## config.mk

```make
export PLATFORM = sky130hd
export DESIGN_NAME = frodo_gearbox_64to448
export DESIGN_NICKNAME = d
export VERILOG_FILES = /design/src/rtl/frodo_pkg.sv /design/src/rtl/gearbox_ctrl.sv /design/src/rtl/frodo_gearbox_64to448.sv
export SDC_FILE = /design/constraint.sdc
export NUM_CORES = 2
export LEC_CHECK = 0
export ABC_AREA = 1
export CAP_MARGIN = 15
export CORE_ASPECT_RATIO = 1.75
export CORE_MARGIN = 2
export CORE_UTILIZATION = 35
export CTS_CLUSTER_SIZE = 40
export DETAILED_ROUTE_END_ITERATION = 10
export GPL_TIMING_DRIVEN = 0
export SYNTH_ARGS = -nofsm -noshare
export SYNTH_HDL_FRONTEND = slang
export SYNTH_SLANG_ARGS = --single-unit
```

## constraint.sdc

```tcl
create_clock -name clk -period 2.55 [get_ports clk]
set_clock_uncertainty 0.05 [all_clocks]
set_input_delay 0.51 -clock clk [delete_from_list [all_inputs] [get_ports clk]]
set_output_delay 0.51 -clock clk [all_outputs]
set_load 0.01 [all_outputs]
```

## src/rtl/frodo_pkg.sv

```systemverilog
// Shared constants for the Frodo 64->448 write-side gearbox: security-level
// encoding, per-level row geometry and the controller state encoding.
package frodo_pkg;

    // sec_lvl encoding; the reserved code behaves like the 640 level
    localparam logic [1:0] SEC_640  = 2'd0;
    localparam logic [1:0] SEC_976  = 2'd1;
    localparam logic [1:0] SEC_1344 = 2'd2;
    localparam logic [1:0] SEC_RSVD = 2'd3;

    // 64-bit words in one matrix row (n * 16 / 64) and words in its last beat
    localparam int WORDS_PER_ROW   [3] = '{160, 244, 336};
    localparam int LAST_BEAT_WORDS [3] = '{6, 6, 7};

    // Controller state encoding
    localparam logic [1:0] ST_IDLE  = 2'd0;
    localparam logic [1:0] ST_RUN   = 2'd1;
    localparam logic [1:0] ST_DRAIN = 2'd2;

    // Fold the reserved level onto the 640 level
    function automatic logic [1:0] norm_sec(input logic [1:0] s);
        return (s == SEC_RSVD) ? SEC_640 : s;
    endfunction

    // Words per row for a (normalised) level
    function automatic logic [8:0] words_per_row(input logic [1:0] s);
        case (s)
            SEC_976:  return 9'(WORDS_PER_ROW[1]);
            SEC_1344: return 9'(WORDS_PER_ROW[2]);
            default:  return 9'(WORDS_PER_ROW[0]);
        endcase
    endfunction

    // Word mask of the final (possibly short) beat of a row
    function automatic logic [6:0] last_beat_mask(input logic [1:0] s);
        int n;
        case (s)
            SEC_976:  n = LAST_BEAT_WORDS[1];
            SEC_1344: n = LAST_BEAT_WORDS[2];
            default:  n = LAST_BEAT_WORDS[0];
        endcase
        return 7'((1 << n) - 1);
    endfunction

endpackage

```

## src/rtl/gearbox_ctrl.sv

```systemverilog
// Gearbox controller: IDLE/RUN/DRAIN FSM plus word-in-beat, word-in-row and
// row counters. Produces the beat-completion and row-end strobes for the
// current input word, the frame-start strobe and the done pulse.
module gearbox_ctrl
    import frodo_pkg::*;
#(
    parameter int WORDS_PER_BEAT = 7,
    parameter int ROW_W          = 11
) (
    input  logic             clk,
    input  logic             rstn,
    input  logic             start,
    input  logic [1:0]       sec_lvl,
    input  logic [ROW_W-1:0] num_rows,
    input  logic             in_fire,     // input word accepted this cycle
    input  logic             out_fire,    // output beat handshaked this cycle
    output logic [1:0]       state,       // FSM state, visible for debug
    output logic [2:0]       wcnt,
    output logic [1:0]       sec_q,       // latched, normalised level
    output logic             beat_done,   // current word completes a beat
    output logic             row_end,     // current word is last of its row
    output logic             frame_start, // accepted start of a non-empty or empty frame
    output logic             done
);

    logic [8:0]       rwcnt;
    logic [ROW_W-1:0] rcnt;
    logic [ROW_W-1:0] rows_q;
    logic [8:0]       wpr;
    logic             last_row;

    assign frame_start = (state == ST_IDLE) && start;
    assign wpr         = words_per_row(sec_q);
    assign row_end     = (rwcnt == wpr - 9'd1);
    assign beat_done   = (wcnt == 3'(WORDS_PER_BEAT - 1)) || row_end;
    assign last_row    = (rcnt == rows_q - ROW_W'(1));

    // Frame FSM and done pulse; done is high the cycle after the final beat
    // handshakes, or the cycle after a start with zero rows.
    always_ff @(posedge clk or negedge rstn) begin
        if (!rstn) begin
            state <= ST_IDLE;
            done  <= 1'b0;
        end else begin
            done <= 1'b0;
            case (state)
                ST_IDLE: begin
                    if (start) begin
                        if (num_rows == '0) done  <= 1'b1;
                        else                state <= ST_RUN;
                    end
                end
                ST_RUN: begin
                    if (in_fire && row_end && last_row) state <= ST_DRAIN;
                end
                ST_DRAIN: begin
                    if (out_fire) begin
                        state <= ST_IDLE;
                        done  <= 1'b1;
                    end
                end
                default: state <= ST_IDLE;
            endcase
        end
    end

    // Frame parameters latch and the three position counters
    always_ff @(posedge clk or negedge rstn) begin
        if (!rstn) begin
            sec_q  <= SEC_640;
            rows_q <= '0;
            wcnt   <= '0;
            rwcnt  <= '0;
            rcnt   <= '0;
        end else if (frame_start) begin
            sec_q  <= norm_sec(sec_lvl);
            rows_q <= num_rows;
            wcnt   <= '0;
            rwcnt  <= '0;
            rcnt   <= '0;
        end else if (in_fire) begin
            wcnt <= beat_done ? 3'd0 : wcnt + 3'd1;
            if (row_end) begin
                rwcnt <= '0;
                rcnt  <= rcnt + ROW_W'(1);
            end else begin
                rwcnt <= rwcnt + 9'd1;
            end
        end
    end

endmodule

```

## src/rtl/frodo_gearbox_64to448.sv

```systemverilog
// Frodo 64->448 write-side width converter. Collects 64-bit words into
// 448-bit beats, zero-padding the short final beat of each matrix row.
// Handshake: a transfer happens on a side when its val and rdy are both high
// at the rising edge; out_val/out_data hold until out_rdy, and in_rdy only
// drops for a beat-completing word while the previous beat is still pending.
module frodo_gearbox_64to448
    import frodo_pkg::*;
#(
    parameter int WORDS_PER_BEAT = 7,
    parameter int ROW_W          = 11
) (
    input  logic                         clk,
    input  logic                         rstn,
    input  logic [1:0]                   sec_lvl,
    input  logic                         start,
    input  logic [ROW_W-1:0]             num_rows,
    input  logic [63:0]                  in_data,
    input  logic                         in_val,
    output logic                         in_rdy,
    output logic [WORDS_PER_BEAT*64-1:0] out_data,
    output logic [WORDS_PER_BEAT-1:0]    out_wmask,
    output logic                         out_row_end,
    output logic                         out_val,
    input  logic                         out_rdy,
    output logic [ROW_W-1:0]             row_cnt,
    output logic                         busy,
    output logic                         done
);

    localparam int BEAT_W = WORDS_PER_BEAT * 64;

    logic [1:0]                state;
    logic [2:0]                wcnt;
    logic [1:0]                sec_q;
    logic                      beat_done;
    logic                      row_end;
    logic                      frame_start;
    logic                      in_fire;
    logic                      out_fire;
    logic [BEAT_W-1:0]         asm_q;
    logic [BEAT_W-1:0]         beat_next;
    logic [WORDS_PER_BEAT-1:0] mask_next;

    assign busy     = (state != ST_IDLE);
    assign in_rdy   = (state == ST_RUN) && (!beat_done || !out_val || out_rdy);
    assign in_fire  = in_val && in_rdy;
    assign out_fire = out_val && out_rdy;

    gearbox_ctrl #(
        .WORDS_PER_BEAT(WORDS_PER_BEAT),
        .ROW_W         (ROW_W)
    ) u_ctrl (
        .clk        (clk),
        .rstn       (rstn),
        .start      (start),
        .sec_lvl    (sec_lvl),
        .num_rows   (num_rows),
        .in_fire    (in_fire),
        .out_fire   (out_fire),
        .state      (state),
        .wcnt       (wcnt),
        .sec_q      (sec_q),
        .beat_done  (beat_done),
        .row_end    (row_end),
        .frame_start(frame_start),
        .done       (done)
    );

    // Beat image if the current word completes: stored words, then the
    // incoming word in slot wcnt, zeros above it.
    always_comb begin
        beat_next = '0;
        for (int k = 0; k < WORDS_PER_BEAT; k++) begin
            if (3'(k) < wcnt)       beat_next[k*64 +: 64] = asm_q[k*64 +: 64];
            else if (3'(k) == wcnt) beat_next[k*64 +: 64] = in_data;
        end
        mask_next = row_end ? last_beat_mask(sec_q) : '1;
    end

    // Assembly register: store non-completing words, clear on completion
    always_ff @(posedge clk or negedge rstn) begin
        if (!rstn) begin
            asm_q <= '0;
        end else if (in_fire) begin
            if (beat_done) begin
                asm_q <= '0;
            end else begin
                for (int k = 0; k < WORDS_PER_BEAT; k++) begin
                    if (3'(k) == wcnt) asm_q[k*64 +: 64] <= in_data;
                end
            end
        end
    end

    // Output beat register; a completing word loads it, out_rdy drains it
    always_ff @(posedge clk or negedge rstn) begin
        if (!rstn) begin
            out_val     <= 1'b0;
            out_data    <= '0;
            out_wmask   <= '0;
            out_row_end <= 1'b0;
        end else if (in_fire && beat_done) begin
            out_val     <= 1'b1;
            out_data    <= beat_next;
            out_wmask   <= mask_next;
            out_row_end <= row_end;
        end else if (out_rdy) begin
            out_val <= 1'b0;
        end
    end

    // Rows fully emitted; cleared by any accepted start
    always_ff @(posedge clk or negedge rstn) begin
        if (!rstn) begin
            row_cnt <= '0;
        end else if (frame_start) begin
            row_cnt <= '0;
        end else if (out_fire && out_row_end) begin
            row_cnt <= row_cnt + ROW_W'(1);
        end
    end

endmodule
```

==> flow_summary.toml <==
[yosys]
ys_types = 29
ys_seq_area_frac = 0.584
synth_top_cells_by_area = "dfrtp_1 (58%), o21ai_0 (12%), nand2_1 (11%)"
synthArstFlopShare = 1.00
syn_nets = 4832
ys_ff_latch = 950
syn_inst = 4739
avgSynthCellArea_um2 = 8.60
yosys_warnings = 0
ys.flop_type = "dfrtp_1"
synth_area_leader_cell = "dfrtp_1"
synth_area_um2 = 40700
synth_edf_count = 0
yosysTopAreaCellShare = 0.584

[timing]
finalCritPeriodShare = 1.08
fin_ws_ns = -0.210
setup_viol = 649
worst_slew_pin_slew_ns = 1.06
drv_slew = 0
slew_headroom = 0.292
period_needed_ns = 2.76
fmax_mhz = 362
hold_viol = 0
holdWs_ns = 0.0279
rsz0062_at_grt = "true"

[setup_path]
path_delay_family = "simple AND/OR/NAND/NOR gates"
reg2reg_from = "u_ctrl.wcnt[0]$_DFFE_PN0P_"
cp_cell_sequence = "buf_4 > ha_1 > inv_1 > nand2_1 > nand2_2 > nor2_4 > nand2_4 > nand2_8 > a21boi_4 > buf_2"
critPathBufInv = 3
slowest_delay_ns = 0.39
slowest_stage = "dfrtp_1"
critPathKind = "register to output port"
r2r_cells = 9
setup.worst_path.end_class = "output port"
rr_endpoint = "out_data[156]$_DFFE_PN0P_"
worstPathRequired_ns = 1.99
reg2reg_slack_ns = -0.16
crit_arrival_ns = 2.20
worstPathMaxFanout = 3
start_kind = "register"

[die]
initial_utilization = 0.352
fp.dieW_um = 262
die_h_um = 455
dieArea_um2 = 119000
ios = 553
rows = 165
coreArea_um2 = 116000

[grt]
grt_pass1_vias = 36700
grt_max_degree = 118
grt_antenna_before_repair = 9
grt_pass1_wl_mm = 247
track_usage = 0.285
gr-total-overflow = 0

[outcome]
violations = "setup timing"
status = "complete, but fails checks"

[cts]
cts_root_buf = "clkbuf_16"
clock-sinks = 950
cts_tree = "yes"
htreeDepth = 3
path_clk_slew_ns = 0.06
clkLatencyLatePin_ns = 0.72
cts-buffers-inserted = 91
cts_max_path_buffers = 3

[power_and_ir_drop]
irDropWorstVdd_uv = 560
power_density_nw_per_um2 = 1180
p_leak_nw = 24.7
fin_total_pwr_mw = 64.3

[placed_design]
globalplace.congestion = 0.902
dpl.hpwl_mm = 129
portBuffers = 551

[flow_run]
maxCapViolCount = 0

[detailed_routing]
via_count = 37000
drc = 0
drtAntennaViolNets = 0
avgViaCountPerCell = 5.26
drt_wl_total_mm = 175
dr.pass1.iters = 7
wire_per_inst_um = 24.8
first_iter_violations = 3551

[layout]
drive_above_1_share = 0.0963
fill_cells = 11300
syn2layout_area_growth_pct = 33.4
nets = 5544

[hold_path]
hold_path.class = "input port to asynchronous set/reset pin"
-- placed cells by master, fill, tap and decap left out, drive strengths merged --
cell type | synthesis | final
a22oi | 64 | 64
nand3 | 121 | 121
clkdlybuf4s50 | 0 | 549
diode | 0 | 5
buf | 136 | 203
nor4 | 3 | 3
a21oi | 12 | 12
o21ai | 1316 | 1316
xor2 | 19 | 19
nand3b | 1 | 1
clkinv | 1 | 18
dlymetal6s4s | 0 | 1
nor3 | 13 | 13
nor2 | 59 | 59
nand4 | 9 | 9
clkbuf | 198 | 329
clkinvlp | 0 | 3
ha | 11 | 11
dfrtp | 950 | 950
xnor2 | 7 | 7
o22ai | 64 | 64
nand2 | 1234 | 1234
inv | 519 | 524
a21boi | 1 | 1
bufinv | 0 | 15
o31ai | 1 | 1
-- worst max path at each step --
stage / startpoint / end / slack, ns / cells after the start
floorplan: u_ctrl.sec_q[0]$_DFFE_PN0P_ / out_data[173]$_DFFE_PN0P_ / 0.34 / 15
global placement: rstn / out_data[30]$_DFFE_PN0P_ / -42.90 / 1
detailed placement: u_ctrl.wcnt[1]$_DFFE_PN0P_ / asm_q[314]$_DFFE_PN0P_ / -1.28 / 10
CTS: u_ctrl.sec_q[0]$_DFFE_PN0P_ / in_rdy / -0.27 / 10
global route: u_ctrl.sec_q[0]$_DFFE_PN0P_ / in_rdy / -0.30 / 10
finish: u_ctrl.sec_q[0]$_DFFE_PN0P_ / in_rdy / -0.21 / 10
-- cells by family after synthesis --
logic type,count (synthesis),synth area share
AOI/OAI and AO/OA,1458,0.185
xor gates and xnor gates,26,0.00559
adders and majority gates,11,0.00338
buffers and inverters,854,0.0839
DFF,950,0.584
and+or+nand+nor,1440,0.138
-- what timing repair did --
action	4_1_cts	5_1_grt
pin swaps	6	10
gates cloned	3	19
setup buffers	15	9
endpoints found under the setup margin	924	1020
endpoints found under the hold margin	67	0
gates resized for setup	330	330
hold buffers	2	0
-- cells in the mapped netlist (19+ instances only) --
master / number
o21ai_0: 955
xor2_1: 19
nor2_1: 58
o22ai_1: 64
nand2_1: 1232
a22oi_1: 64
o21ai_1: 361
inv_1: 518
buf_2: 108
clkbuf_1: 198
nand3_1: 120
dfrtp_1: 950
-- layout make-up --
class                           count  area (um^2)  area share
Sequential cell                   950        23800       0.438
Buffer                            334         2820      0.0518
Clock inverter                     40          636      0.0117
Antenna cell                        5         12.5    0.000230
Clock buffer                      129         2700      0.0498
Multi-Input combinational cell   2935        13800       0.255
Inverter                          520         1950      0.0359
Tap cell                         1503         1880      0.0346
Timing Repair Buffer              619         6720       0.124
-- state kept, by name (all words and copies together), names as in the netlist --
signal	cells
asm_q	448
out_data	448
row_cnt	11
u_ctrl.rcnt	11
u_ctrl.rows_q	11
u_ctrl.rwcnt	9
u_ctrl.wcnt	3
out_wmask	2
u_ctrl.sec_q	2
u_ctrl.state	2
out_row_end	1
out_val	1
u_ctrl.done	1
-- metrics by stage --
step	area [um^2]	setup TNS [ns]	worst slack, ns	std cells	util
global placement	48100	-	-42.90	6793	0.416
floorplan	40700	0	0.337	4739	-
finish	54300	-26.07	-0.210	7035	0.470
CTS	53000	-82.40	-0.273	7002	0.458
global route	54300	-128.21	-0.304	7033	0.470
detailed placement	48600	-616.40	-1.28	6813	0.420
-- power by group --
group	total, mW	internal, mW	switching, mW
combinational	24.9	10.2	14.6
sequential	24.1	20.5	3.61
clock	15.4	8.95	6.41
total	64.3	39.6	24.6
-- routing by layer --
| metal | up-vias | part of all wire | global-route usage |
|---|---|---|---|
| met2 | 1571 | 0.49 | 0.483 |
| met4 | 6 | 0.068 | 0.170 |
| met1 | 18200 | 0.37 | 0.337 |
| met3 | 374 | 0.068 | 0.0499 |
| li1 | 16800 | - | - |
| met5 | - | 0.00023 | 0 |
-- worst register-to-register path: stages, from the launching register on --
cell,delay (ns)
dfrtp_1,0.39
buf_4,0.18
inv_1,0.17
ha_1,0.24
nand2_1,0.13
a21oi_4,0.40
buf_8,0.22
clkbuf_1,0.52
a22oi_1,0.17
o21ai_1,0.18
Power figures use the tool's default switching activity.
